### config.mk
export PLATFORM = sky130hd
export DESIGN_NAME = hex_display_ctrl
export DESIGN_NICKNAME = d
export VERILOG_FILES = /design/src/rtl/hex_display_pkg.sv /design/src/rtl/hex_seg_decoder.sv /design/src/rtl/hex_display_ctrl.sv
export SDC_FILE = /design/constraint.sdc
export NUM_CORES = 1
export LEC_CHECK = 0
export ABC_CLOCK_PERIOD_IN_PS = 2000
export CAP_MARGIN = 20
export CORE_MARGIN = 2
export CORE_UTILIZATION = 55
export CTS_CLUSTER_DIAMETER = 50
export DETAILED_ROUTE_END_ITERATION = 10
export DONT_BUFFER_PORTS = 1
export GPL_TIMING_DRIVEN = 0
export PLACE_DENSITY = 0.84
export SLEW_MARGIN = 20
export SYNTH_ARGS = -nofsm -noshare
export SYNTH_HDL_FRONTEND = slang
export SYNTH_SLANG_ARGS = --single-unit
### constraint.sdc
create_clock -name clk -period 2 [get_ports clk]
set_input_delay 0.2 -clock clk [delete_from_list [all_inputs] [get_ports clk]]
set_output_delay 0.2 -clock clk [all_outputs]
set_load 0.005 [all_outputs]
### src/rtl/hex_display_pkg.sv
`default_nettype none
// ============================================================================
//  Module      : hex_display_pkg
//  Description : Shared constants for the hex 7-segment display driver.
//                SEG_BLANK is the all-segments-off pattern. SEG_LUT maps a
//                nibble to its gfedcba pattern (bit6 = g ... bit0 = a).
//                Segments are active-low, so a 0 bit lights the segment.
//  Ports       : none (package)
//  Revision    : 1.0 - initial release
// ============================================================================
package hex_display_pkg;

  localparam logic [6:0] SEG_BLANK = 7'h7F;

  // Entry 15 is written first because this is a packed array.
  localparam logic [15:0][6:0] SEG_LUT = {
    7'b0001110,  // F
    7'b0000110,  // E
    7'b0100001,  // d
    7'b1000110,  // C
    7'b0000011,  // b
    7'b0001000,  // A
    7'b0010000,  // 9
    7'b0000000,  // 8
    7'b1111000,  // 7
    7'b0000010,  // 6
    7'b0010010,  // 5
    7'b0011001,  // 4
    7'b0110000,  // 3
    7'b0100100,  // 2
    7'b1111001,  // 1
    7'b1000000   // 0
  };

endpackage : hex_display_pkg
`default_nettype wire

### src/rtl/hex_seg_decoder.sv
`default_nettype none
// ============================================================================
//  Module      : hex_seg_decoder
//  Description : Combinational decoder from a nibble to an active-low
//                7-segment pattern (gfedcba).
//  Ports       : digit  in  4  hex digit to decode
//                seg    out 7  segment pattern, active-low, bit6 = g
//  Revision    : 1.0 - initial release
// ============================================================================
module hex_seg_decoder
  import hex_display_pkg::*;
(
  input  logic [3:0] digit,
  output logic [6:0] seg
);

  assign seg = SEG_LUT[digit];

endmodule : hex_seg_decoder
`default_nettype wire

### src/rtl/hex_display_ctrl.sv
`default_nettype none
// ============================================================================
//  Module      : hex_display_ctrl
//  Description : Registered driver for NUM_DIGITS active-low 7-segment
//                displays. It captures a hex value on a load strobe and
//                supports optional leading-zero blanking, per-digit
//                blinking and a global display enable.
//  Ports       : clk          in   1             system clock, rising edge
//                rst          in   1             synchronous reset, active-high
//                load         in   1             capture value/blank_lz/blink_mask
//                value        in   4*NUM_DIGITS  nibble i drives digit i
//                blank_lz     in   1             leading-zero blanking enable
//                blink_mask   in   NUM_DIGITS    bit i makes digit i blink
//                enable       in   1             1 = display on, 0 = all off
//                seg_out      out  7*NUM_DIGITS  active-low segments per digit
//                blink_phase  out  1             1 = blinking digits visible
//  Revision    : 1.0 - initial release
// ============================================================================
module hex_display_ctrl
  import hex_display_pkg::*;
#(
  parameter int NUM_DIGITS = 8,
  parameter int BLINK_DIV  = 25_000_000
) (
  input  logic                    clk,
  input  logic                    rst,
  input  logic                    load,
  input  logic [4*NUM_DIGITS-1:0] value,
  input  logic                    blank_lz,
  input  logic [NUM_DIGITS-1:0]   blink_mask,
  input  logic                    enable,
  output logic [7*NUM_DIGITS-1:0] seg_out,
  output logic                    blink_phase
);

  localparam int              CNT_W   = (BLINK_DIV > 1) ? $clog2(BLINK_DIV) : 1;
  localparam logic [CNT_W-1:0] CNT_MAX = CNT_W'(BLINK_DIV - 1);

  // Captured display state
  logic [4*NUM_DIGITS-1:0] value_q;
  logic                    lz_q;
  logic [NUM_DIGITS-1:0]   mask_q;

  // Free-running blink timebase
  logic [CNT_W-1:0]        blink_cnt;
  logic                    cnt_wrap;
  logic                    phase_next;

  // lz_run[i] = 1 when nibbles NUM_DIGITS-1 down to i are all zero.
  // Digit 0 is never blanked by this rule, so the chain stops at index 1.
  logic [NUM_DIGITS:1]     lz_run;
  logic [7*NUM_DIGITS-1:0] seg_next;

  assign cnt_wrap   = (blink_cnt == CNT_MAX);
  // The output register uses the phase that becomes visible on the same
  // edge, which keeps blinking digits in step with blink_phase.
  assign phase_next = blink_phase ^ cnt_wrap;

  assign lz_run[NUM_DIGITS] = 1'b1;

  for (genvar i = 0; i < NUM_DIGITS; i++) begin : g_digit
    logic [6:0] dec_seg;
    logic       lz_blank;
    logic       blink_blank;

    hex_seg_decoder u_dec (
      .digit (value_q[4*i +: 4]),
      .seg   (dec_seg)
    );

    if (i == 0) begin : g_lsd
      assign lz_blank = 1'b0;
    end else begin : g_upper
      assign lz_run[i] = lz_run[i+1] & (value_q[4*i +: 4] == 4'h0);
      assign lz_blank  = lz_q & lz_run[i];
    end

    assign blink_blank        = mask_q[i] & ~phase_next;
    assign seg_next[7*i +: 7] = (lz_blank | blink_blank | ~enable) ? SEG_BLANK : dec_seg;
  end

  always_ff @(posedge clk) begin
    if (rst) begin
      value_q     <= '0;
      lz_q        <= 1'b0;
      mask_q      <= '0;
      blink_cnt   <= '0;
      blink_phase <= 1'b1;
      seg_out     <= '1;
    end else begin
      if (load) begin
        value_q <= value;
        lz_q    <= blank_lz;
        mask_q  <= blink_mask;
      end
      blink_cnt   <= cnt_wrap ? '0 : blink_cnt + CNT_W'(1);
      blink_phase <= phase_next;
      seg_out     <= seg_next;
    end
  end

endmodule : hex_display_ctrl
`default_nettype wire

== After elaboration in Yosys (flattened, before gate mapping) ==
Memories as Yosys holds them, arrays and structs flattened. A register that Yosys moved wholly into a read port is not among the register bits.
Index checks and enable logic that the tools add are counted.
Storage, ports and cells
  flip-flop bits (word level): 67
  memory bits (read-only): 896
  input bits: 45
  memories kept: 8
Memories
  (name not given): words 16, width 7, read ports 1, clocked after memory_dff 1, write ports 0, RTL line hex_seg_decoder.sv:17  | assign seg = SEG_LUT[digit];
  (name not given): words 16, width 7, read ports 1, clocked after memory_dff 1, write ports 0, RTL line hex_seg_decoder.sv:17
  (name not given): words 16, width 7, read ports 1, clocked after memory_dff 1, write ports 0, RTL line hex_seg_decoder.sv:17
  (name not given): words 16, width 7, read ports 1, clocked after memory_dff 1, write ports 0, RTL line hex_seg_decoder.sv:17
  (name not given): words 16, width 7, read ports 1, clocked after memory_dff 1, write ports 0, RTL line hex_seg_decoder.sv:17
  (name not given): words 16, width 7, read ports 1, clocked after memory_dff 1, write ports 0, RTL line hex_seg_decoder.sv:17
  +2 memories
Operators by class
  add/sub/neg operators: 1
  eq/ne operators: 1
  bitwise logic cells: 39
  reduce and logical (&&, ||, !) cells: 16
Operators by type and width (number)
  logical NOT 4 bit: 7
  adder 25 x 1 -> 25 bit (second input constant): 1
  equality test 25 bit (second input constant): 1
  AND 1 bit: 21
  OR reduction 2 bit: 9
  bitwise OR 1 bit: 15
  NOT 1 bit: 2
  XOR 1 bit: 1

== Longest topological paths before layout ==
Gate-level depths: netlist (run 1).
  depth in word-level cells: 11
  gate-level depth with buffers: 7
  mapped depth without buffers: 7

== By module ==
From an unflattened synthesis (run 1), not the netlist that was laid out.
Second synthesis, totals
  cells, all modules: 683
  area, all modules: 6683.9 µm²
By module, submodules not included
  hex_display_ctrl: times used 1, cells each 427, area each 4481.8 µm²
  hex_seg_decoder: times used 8, cells each 32, area each 275.3 µm²

== Least setup slack after synthesis (run 1) ==
OpenSTA, ideal clock, no wires.
  kind: register -> register
  start point: register blink_cnt[0]
  end point: register seg_out[0]
  data arrival time: 2.034 ns
  data required time: 1.880 ns
  slack: -0.154 ns
  cell stages (with the launch flop): 8
  path buffers: 1
  path through: dfxtp_1 ha_1 nand2_1 nor4_1 nand3b_4 and2_1 buf_2 a211o_1
On the way
  cells in the longest elaborated chain, start to end: 6
Ends and longest elaborated chain
  start, declared: RTL line hex_display_ctrl.sv:45  | logic [CNT_W-1:0] blink_cnt;
  start signal, assigned: RTL line hex_display_ctrl.sv:96  | blink_cnt <= cnt_wrap ? '0 : blink_cnt + CNT_W'(1);
  equality test 25 bit: RTL line hex_display_ctrl.sv:54  | assign cnt_wrap = (blink_cnt == CNT_MAX);
  XOR 1 bit: RTL line hex_display_ctrl.sv:57  | assign phase_next = blink_phase ^ cnt_wrap;
  NOT 1 bit: RTL line hex_display_ctrl.sv:78  | assign blink_blank = mask_q[i] & ~phase_next;
  AND 1 bit: RTL line hex_display_ctrl.sv:78
  bitwise OR 1 bit: RTL line hex_display_ctrl.sv:79  | assign seg_next[7*i +: 7] = (lz_blank | blink_blank | ~enable) ? SEG_BLANK : dec_seg;
  OR reduction 2 bit (no line)
  end, declared: RTL line hex_display_ctrl.sv:32  | output logic [7*NUM_DIGITS-1:0] seg_out,
No other way between the ends.
A chain may end at the register's enable or synchronous reset.

== Final worst setup path (run 1) ==
  start point: register blink_cnt[7]
  end point: register seg_out[20]
On the way
  cells in the longest elaborated chain, start to end: 7
Ends and longest elaborated chain (RTL line)
  equality test 25 bit: hex_display_ctrl.sv:54
  XOR 1 bit: hex_display_ctrl.sv:57
  NOT 1 bit: hex_display_ctrl.sv:78
  AND 1 bit: hex_display_ctrl.sv:78
  bitwise OR 1 bit (2 in series): hex_display_ctrl.sv:79
  OR reduction 2 bit (no line)
No other way between the ends.

==> results.md, run 1 <==
* Share of layout cells above drive strength 1 at approximately 14%
* CP Capture Type: register
* Fin crit period at ~2300 ps
* CTS Buffer Depth at 2
* Drc violations at 0
* RR Endpoint: seg_out[20]
* Starting Density at 55.79%
* Largest net degree at the start of global routing at 17
* Net Sw Frac at between 20% and 30%
* Final WL at between 15000 and 20000 um
* Vias in the first global route at 5071
* GPL Wtd Cong at 0.9111
* Nets at roughly 820
* Int Pwr at around 0.0053 W
* Worst setup margin at -303.7 ps
* Clock skew at about 11 ps
* Dpl ws at -631.7 ps
* Die Footprint at 11700 um2
* Sequential Power Share at between 30% and 40%
* Status: finished, violations left
* Min-delay worst type: in2reg
* Worst reg2reg path depth at 5
* Initial antenna violation count at 0
* Smallest hold slack at slightly above 100 ps
* WL per Instance at ~18 um
* Post-DP HPWL at 9440 um
* Core area at around 11000 um2
* Max-slew violations at 0
* Fmax at ~0.43 GHz
* Overall routing resource usage at a little over a quarter
* Cells after synthesis at 653
* DRT iter0 DRCs at around 380
* Syn_nets at ~740
* Post-synth EDFFs at 0
* I/O Pins at 102
* Combinational fraction of design power at between 10% and 20%
* Worst endpoint data arrival time at approximately 2700 ps
* Req. time, crit path at 2370 ps
* Fin crit share at 115.2%
* Seq cells post-synth at approximately 120
* CTS H-tree lvls at 4
* CTS Root Cell: clkbuf_8
* Main area contributors after synthesis: dfxtp_1, mux2i_1, ha_1, nor2_1, nand2_1
* Max-capacitance violation count at 0
* Mapped cell area at between 5000 and 6000 um2
* I/O Buffers at 0
* Count leader, synth: dfxtp_1
* Final Hold Fails at 0
* PD cells at 901.4 nW/um2
* Post-synth top cells: dfxtp_1, nor2_1, nand2_1, mux2i_1, ha_1
* Max Fanout on Critical Path at 7
* Relative slew slack at 42.34%
* First-pass GRT wire length at about 24000 um
* Failing checks: negative setup slack
* First-pass iteration count of the detailed router at 5
* DR vias at about 5100
* Switch Pwr at around 0.0016 W
* Routed vias/inst at between 5 and 6
* RSZ-0062 raised after global routing: yes
* Ys flop type: dfxtp_1
* Skew-Pair Late Insertion Delay at 530 ps
* ANT cells at 0
* Clock-pin slew on the worst setup and hold paths at around 60 ps
* Cell taking the most area after synthesis: dfxtp_1
* Die W at 108.2 um
* Final Cell Area at 7690 um2
* Mean Syn Cell Area at roughly 9.1 um2
* Async SR Flop Fraction at 0%
* Crit path kind: reg2reg
* Gr ovfl total at 0
* Lkg Pwr at between 3 and 4 nW
* Placed cell area at 6160 um2
* Post-DRT Antenna Nets at 0
* Worst-margin pin slew at 865.0 ps
* R2R Path Start: blink_cnt[7]
* YS warnings at 0
* Library cells used by synthesis at 47
* Crit path launch type: register
* DIE HEIGHT at about 110 um
* Final setup vio count at between 80 and 90
* Hold Path Stages at 2
* Hold EP: mask_q[7]
* Syn-to-layout area delta at 28.85%
* Setup slack, reg-to-reg at -300 ps
* Row count at 38
* TritonCTS clock tree: done
* Clock power frac at between 50% and 60%
* Yosys top cell area share at between 40 and 50%
* TritonCTS sink count at approximately 120
* CTS Buf Count at 17
* Seq/Total Area, Yosys at slightly above 40%
* Hold_sp: rst
* Max VDD drop at 0.8212 mV
## critical path, stage by stage (launching register included)
cell and delay, ps:
dfxtp_4 360, or4_4 550, nor4_4 400, nand3b_4 170, a311oi_4 490, o311ai_2 180
## power groups by stage
stage | clock, W | combinational [W] | sequential, W
after global placement | 0 | 0.000522 | 0.00273
final | 0.00353 | 0.000708 | 0.00269
after detailed placement | 0 | 0.000552 | 0.00274
after global routing | 0.00367 | 0.000773 | 0.00271
after floorplan | 0 | 0.000441 | 0.00271
after CTS | 0.00354 | 0.000653 | 0.00269
## routing by layer
layer / GRT usage (%) / wire (um)
met2: 47.89 / 8154
met4: 11.45 / 344
met5: 0 / 0
met1: 29.34 / 6353
met3: 5.907 / 801
## per-stage QoR
step | util [%] | setup TNS, ps | total power, W | instances
2_1_floorplan | - | -1336 | 0.003149 | 653
3_3_place_gp | 57.58 | -16270 | 0.003250 | 793
3_5_place_dp | 57.58 | -21760 | 0.003288 | 793
4_1_cts | 70.30 | -10210 | 0.006881 | 876
5_1_grt | 71.88 | -24490 | 0.007148 | 880
6_report | 71.88 | -17960 | 0.006932 | 880
## layout by cell type (no fill, tap or decap), types with 8 or more instances in the layout
cell type / instances
clkbuf_1: 34
dlygate4sd3_1: 41
ha_1: 43
nand2b_1: 18
nand2_1: 78
o311ai_1: 8
o21ai_0: 28
mux2i_1: 55
dfxtp_1: 118
nor2_1: 67
nand3_1: 16
o211ai_1: 23
clkbuf_16: 18
nor2_2: 16
xor2_1: 16
inv_1: 37
## flip-flops by register name, indices dropped and copies added, names as in the netlist
signal       flops
mask_q           8
value_q         32
blink_phase      1
seg_out         56
blink_cnt       25
lz_q             1
## what timing repair did
| item | CTS | global route |
|---|---|---|
| pin swaps | 35 | 30 |
| hold endpoints to repair | 41 | 0 |
| hold buffers | 41 | 0 |
| setup endpoints to repair | 77 | 82 |
| resized for setup | 39 | 34 |
| gates cloned | 0 | 2 |
| buffers inserted | 11 | 3 |
## worst max path at each step
stage                       start           to  cells after the start
floorplan           blink_cnt[17]  seg_out[12]                      5
global placement      value_q[28]  seg_out[13]                      7
detailed placement    value_q[28]  seg_out[12]                      7
CTS                 blink_cnt[10]  seg_out[19]                      6
global route         blink_cnt[7]  seg_out[20]                      5
finish               blink_cnt[7]  seg_out[20]                      5
## logic make-up after synthesis
| group | count (synthesis) | share of synthesized area, % |
|---|---|---|
| adder cells (fa/ha/maj) | 43 | 9.015 |
| flip-flops | 123 | 41.26 |
| AO/OA/AOI/OAI | 99 | 12.35 |
| XOR/XNOR | 23 | 3.375 |
| multiplexers | 62 | 11.68 |
| buffers and inverters | 74 | 4.696 |
| AND/OR/NAND/NOR | 229 | 17.63 |
## final cells by class
| cell class | count | area (um2) |
|---|---|---|
| plain buffers | 36 | 158.9 |
| clock buffers | 22 | 473.0 |
| clock inverters | 10 | 210.2 |
| fillers | 683 | 3008 |
| inverters | 37 | 138.9 |
| multi-input cells | 456 | 3458 |
| flip-flops and latches | 123 | 2474 |
| well taps | 140 | 175.2 |
| repair buffers | 56 | 601.8 |
Note: power is estimated with default switching activity, not from simulation.
==> run 2: changes to the inputs <==
ABC_CLOCK_PERIOD_IN_PS = 2600   (was 2000)
CORE_UTILIZATION = 63   (was 55)
PLACE_DENSITY = 0.9   (was 0.84)
clock period = 2.6 ns   (was 2 ns; I/O delays follow)
==> run 2 against run 1 <==
Compared with the run above: the run now ends clean; fmax down 5.6%; worst setup slack better by 460 ps; largest cell class unchanged; global-route usage up 3.9 points; core utilization up 5.4 points; final cell count down 5.0%; clock skew down 0.82 ps; count of clock-buffer cells in the layout down 1; power down 31%; die area down 12%; largest power group unchanged.
==> results.md, run 2 (synthesized netlist as in run 1, its figures left out) <==
* Status: finished, final reports clean (was finished, violations left)
* Top Layer Used: met4 (unchanged)
* Hold EP: mask_q[7] (unchanged)
* Hold_sp: load (was rst)
* Largest net degree at the start of global routing at 17 (unchanged)
* Max VDD drop at 0.4019 mV (was 0.8212 mV)
* I/O Pins at 102 (unchanged)
* Setup slack, reg-to-reg at 160 ps (was -300 ps)
* Fmax at 0.4098 GHz (was 0.4341 GHz)
* CTS Buf Count at 17 (unchanged)
* Max-slew violations at 0 (unchanged)
* Routed wl met3 at 978 um (was 801 um)
* Routed vias/inst at 6.178 (was 5.790)
* Clock-pin slew on the worst setup and hold paths at 60 ps (about the same)
* Max-capacitance violation count at 0 (unchanged)
* Commonest non-fill, non-tap cell in the layout: dfxtp_1 (unchanged)
* First-pass iteration count of the detailed router at 5 (unchanged)
* WL met1 at 5847 um (was 6353 um)
* Fin crit period at 2440 ps (was 2304 ps)
* Crit path launch type: register (unchanged)
* TritonCTS sink count at 123 (unchanged)
* Initial antenna violation count at 0 (unchanged)
* RSZ-0062 raised after global routing: no (was yes)
* Most flop-heavy register: seg_out (unchanged)
* GPL Wtd Cong at 0.9695 (was 0.9111)
* CTS Buffer Depth at 2 (unchanged)
* Max Fanout on Critical Path at 7 (unchanged)
* Met2 WL post-DR at 7899 um (was 8154 um)
* Worst reg2reg path depth at 7 (was 5)
* I/O Buffers at 0 (unchanged)
* Final WL at 15300 um (was 15650 um)
* ANT cells at 0 (unchanged)
* Crit path kind: reg2reg (unchanged)
* Drc violations at 0 (unchanged)
* Smallest hold slack at 121.7 ps (was 100.9 ps)
* Max reg flops at 56 (unchanged)
* Worst-margin pin slew at 1072 ps (was 865.0 ps)
* Row count at 35 (was 38)
* Combinational fraction of design power at 10.8% (was 10.2%)
* Post-DP HPWL at 9327 um (was 9440 um)
* Core area at 9196 um2 (was 10700 um2)
* WL per Instance at 18.30 um (was 17.79 um)
* Dpl ws at -101.7 ps (was -631.7 ps)
* Syn-to-layout area delta at 19.14% (was 28.85%)
* Nets at 801 (was 815)
* Sequential Power Share at 43.3% (was 38.8%)
* Min-delay worst type: in2reg (unchanged)
* Largest regs: seg_out: 56 flops, value_q: 32 flops, blink_cnt: 25 flops (unchanged)
* Worst setup margin at 160.0 ps (was -303.7 ps)
* Worst endpoint data arrival time at 2850 ps (was 2680 ps)
* Final setup vio count at 0 (was 82)
* Skew-Pair Late Insertion Delay at 520 ps (was 530 ps)
* Switch Pwr at 0.001230 W (was 0.001624 W)
* Req. time, crit path at 3010 ps (was 2370 ps)
* CTS Root Cell: clkbuf_8 (unchanged)
* Net Sw Frac at 25.77% (was 23.43%)
* DIE HEIGHT at 101.3 um (was 108.2 um)
* Die Footprint at 10270 um2 (was 11700 um2)
* CTS H-tree lvls at 4 (unchanged)
* First-pass GRT wire length at 24380 um (was 24180 um)
* Hold Path Stages at 3 (was 2)
* Vias in the first global route at 5028 (was 5071)
* RR Endpoint: seg_out[12] (was seg_out[20])
* Setup_tns at 0 ps (was -17960 ps)
* Relative slew slack at 27.91% (was 42.34%)
* Overall routing resource usage at 30.26% (was 26.32%)
* Crit path from: value_q[24] (was blink_cnt[7])
* Total Power at 0.004772 W (was 0.006932 W)
* Fin crit share at 93.85% (was 115.2%)
* Clock power frac at 45.8% (was 51.0%)
* DR vias at 5165 (was 5095)
* TritonCTS clock tree: done (unchanged)
* PD cells at 671.1 nW/um2 (was 901.4 nW/um2)
* DRT iter0 DRCs at 508 (was 375)
* Clock skew at 10.41 ps (was 11.24 ps)
* Most frequent cells in the layout: dfxtp_1, nor2_1, nand2_1, mux2i_1, ha_1 (was dfxtp_1, nand2_1, nor2_1, mux2i_1, ha_1)
* CP Capture Type: register (unchanged)
* Share of layout cells above drive strength 1 at 7.172% (was 14.46%)
* Lkg Pwr at 2.845 nW (was 3.048 nW)
* Final Hold Fails at 0 (unchanged)
* Post-DRT Antenna Nets at 0 (unchanged)
* Die W at 101.3 um (was 108.2 um)
* R2R Path Start: value_q[24] (was blink_cnt[7])
* Int Pwr at 0.003542 W (was 0.005308 W)
* Starting Density at 64.90% (was 55.79%)
* Gr ovfl total at 0 (unchanged)
-- run 2: cell types whose count changed in the layout (fill, tap and decap cells not counted), moves of 6 or more --
cell      before  now
nor2_2        16    0
o311ai_0       0    9
a31oi_4        6    0
a31oi_2        0    6
buf_4          6    0
nor2_1        67   83
-- run 2: stage by stage --
stage	instances	utilization (%)	cell area, um2
after detailed placement	764	66.41	6107
after floorplan	653	-	5968
after global placement	764	66.41	6107
after CTS	836	77.09	7089
after global routing	836	77.32	7111
final	836	77.32	7111
-- run 2: power by group through the flow --
stage / combinational, W / sequential, W / clock (W)
finish: 0.000516 / 0.00207 / 0.00219
global route: 0.000566 / 0.00208 / 0.00228
CTS: 0.000488 / 0.00207 / 0.00219
detailed placement: 0.000426 / 0.00210 / 0
global placement: 0.000399 / 0.00210 / 0
floorplan: 0.000339 / 0.00208 / 0
-- run 2: how the worst max path moves through the flow --
stage | end | slack [ps] | depth (start not counted)
finish | seg_out[12] | 160 | 7
global route | seg_out[12] | 3 | 7
floorplan | seg_out[0] | 450 | 7
global placement | seg_out[48] | 10 | 6
CTS | seg_out[12] | 80 | 5
detailed placement | seg_out[47] | -100 | 6
-- run 2: repair_timing --
action | 4_1_cts | 5_1_grt
gates resized for setup | 3 | 3
hold buffers | 41 | 0
buffers inserted | 0 | 0
endpoints found under the setup margin | 8 | 7
hold endpoints to repair | 41 | 0
-- run 2: area by class of cell --
type                            count  area [um2]
Multi-Input combinational cell    456        3266
Sequential cell                   123        2462
Fill cell                         553        2086
Clock buffer                       21       459.2
Timing Repair Buffer               41       410.4
Buffer                             37       141.4
Inverter                           37       138.9
Tap cell                          111       138.9
Clock inverter                     10       93.84
-- run 2: critical path, stage by stage (launching register included) --
cell      delay [ps]
dfxtp_1          360
inv_1            140
ha_1             240
nor3b_1          440
nand4_1          290
o41ai_1          520
a31oi_2          160
o311ai_1         170
-- run 2: routing by layer --
| layer | GRT usage [%] | vias to the layer above |
|---|---|---|
| met2 | 52.78 | 287 |
| met1 | 35.28 | 2442 |
| met3 | 6.694 | 69 |
| met4 | 14.35 | 0 |
| li1 | - | 2367 |
| met5 | 0 | - |
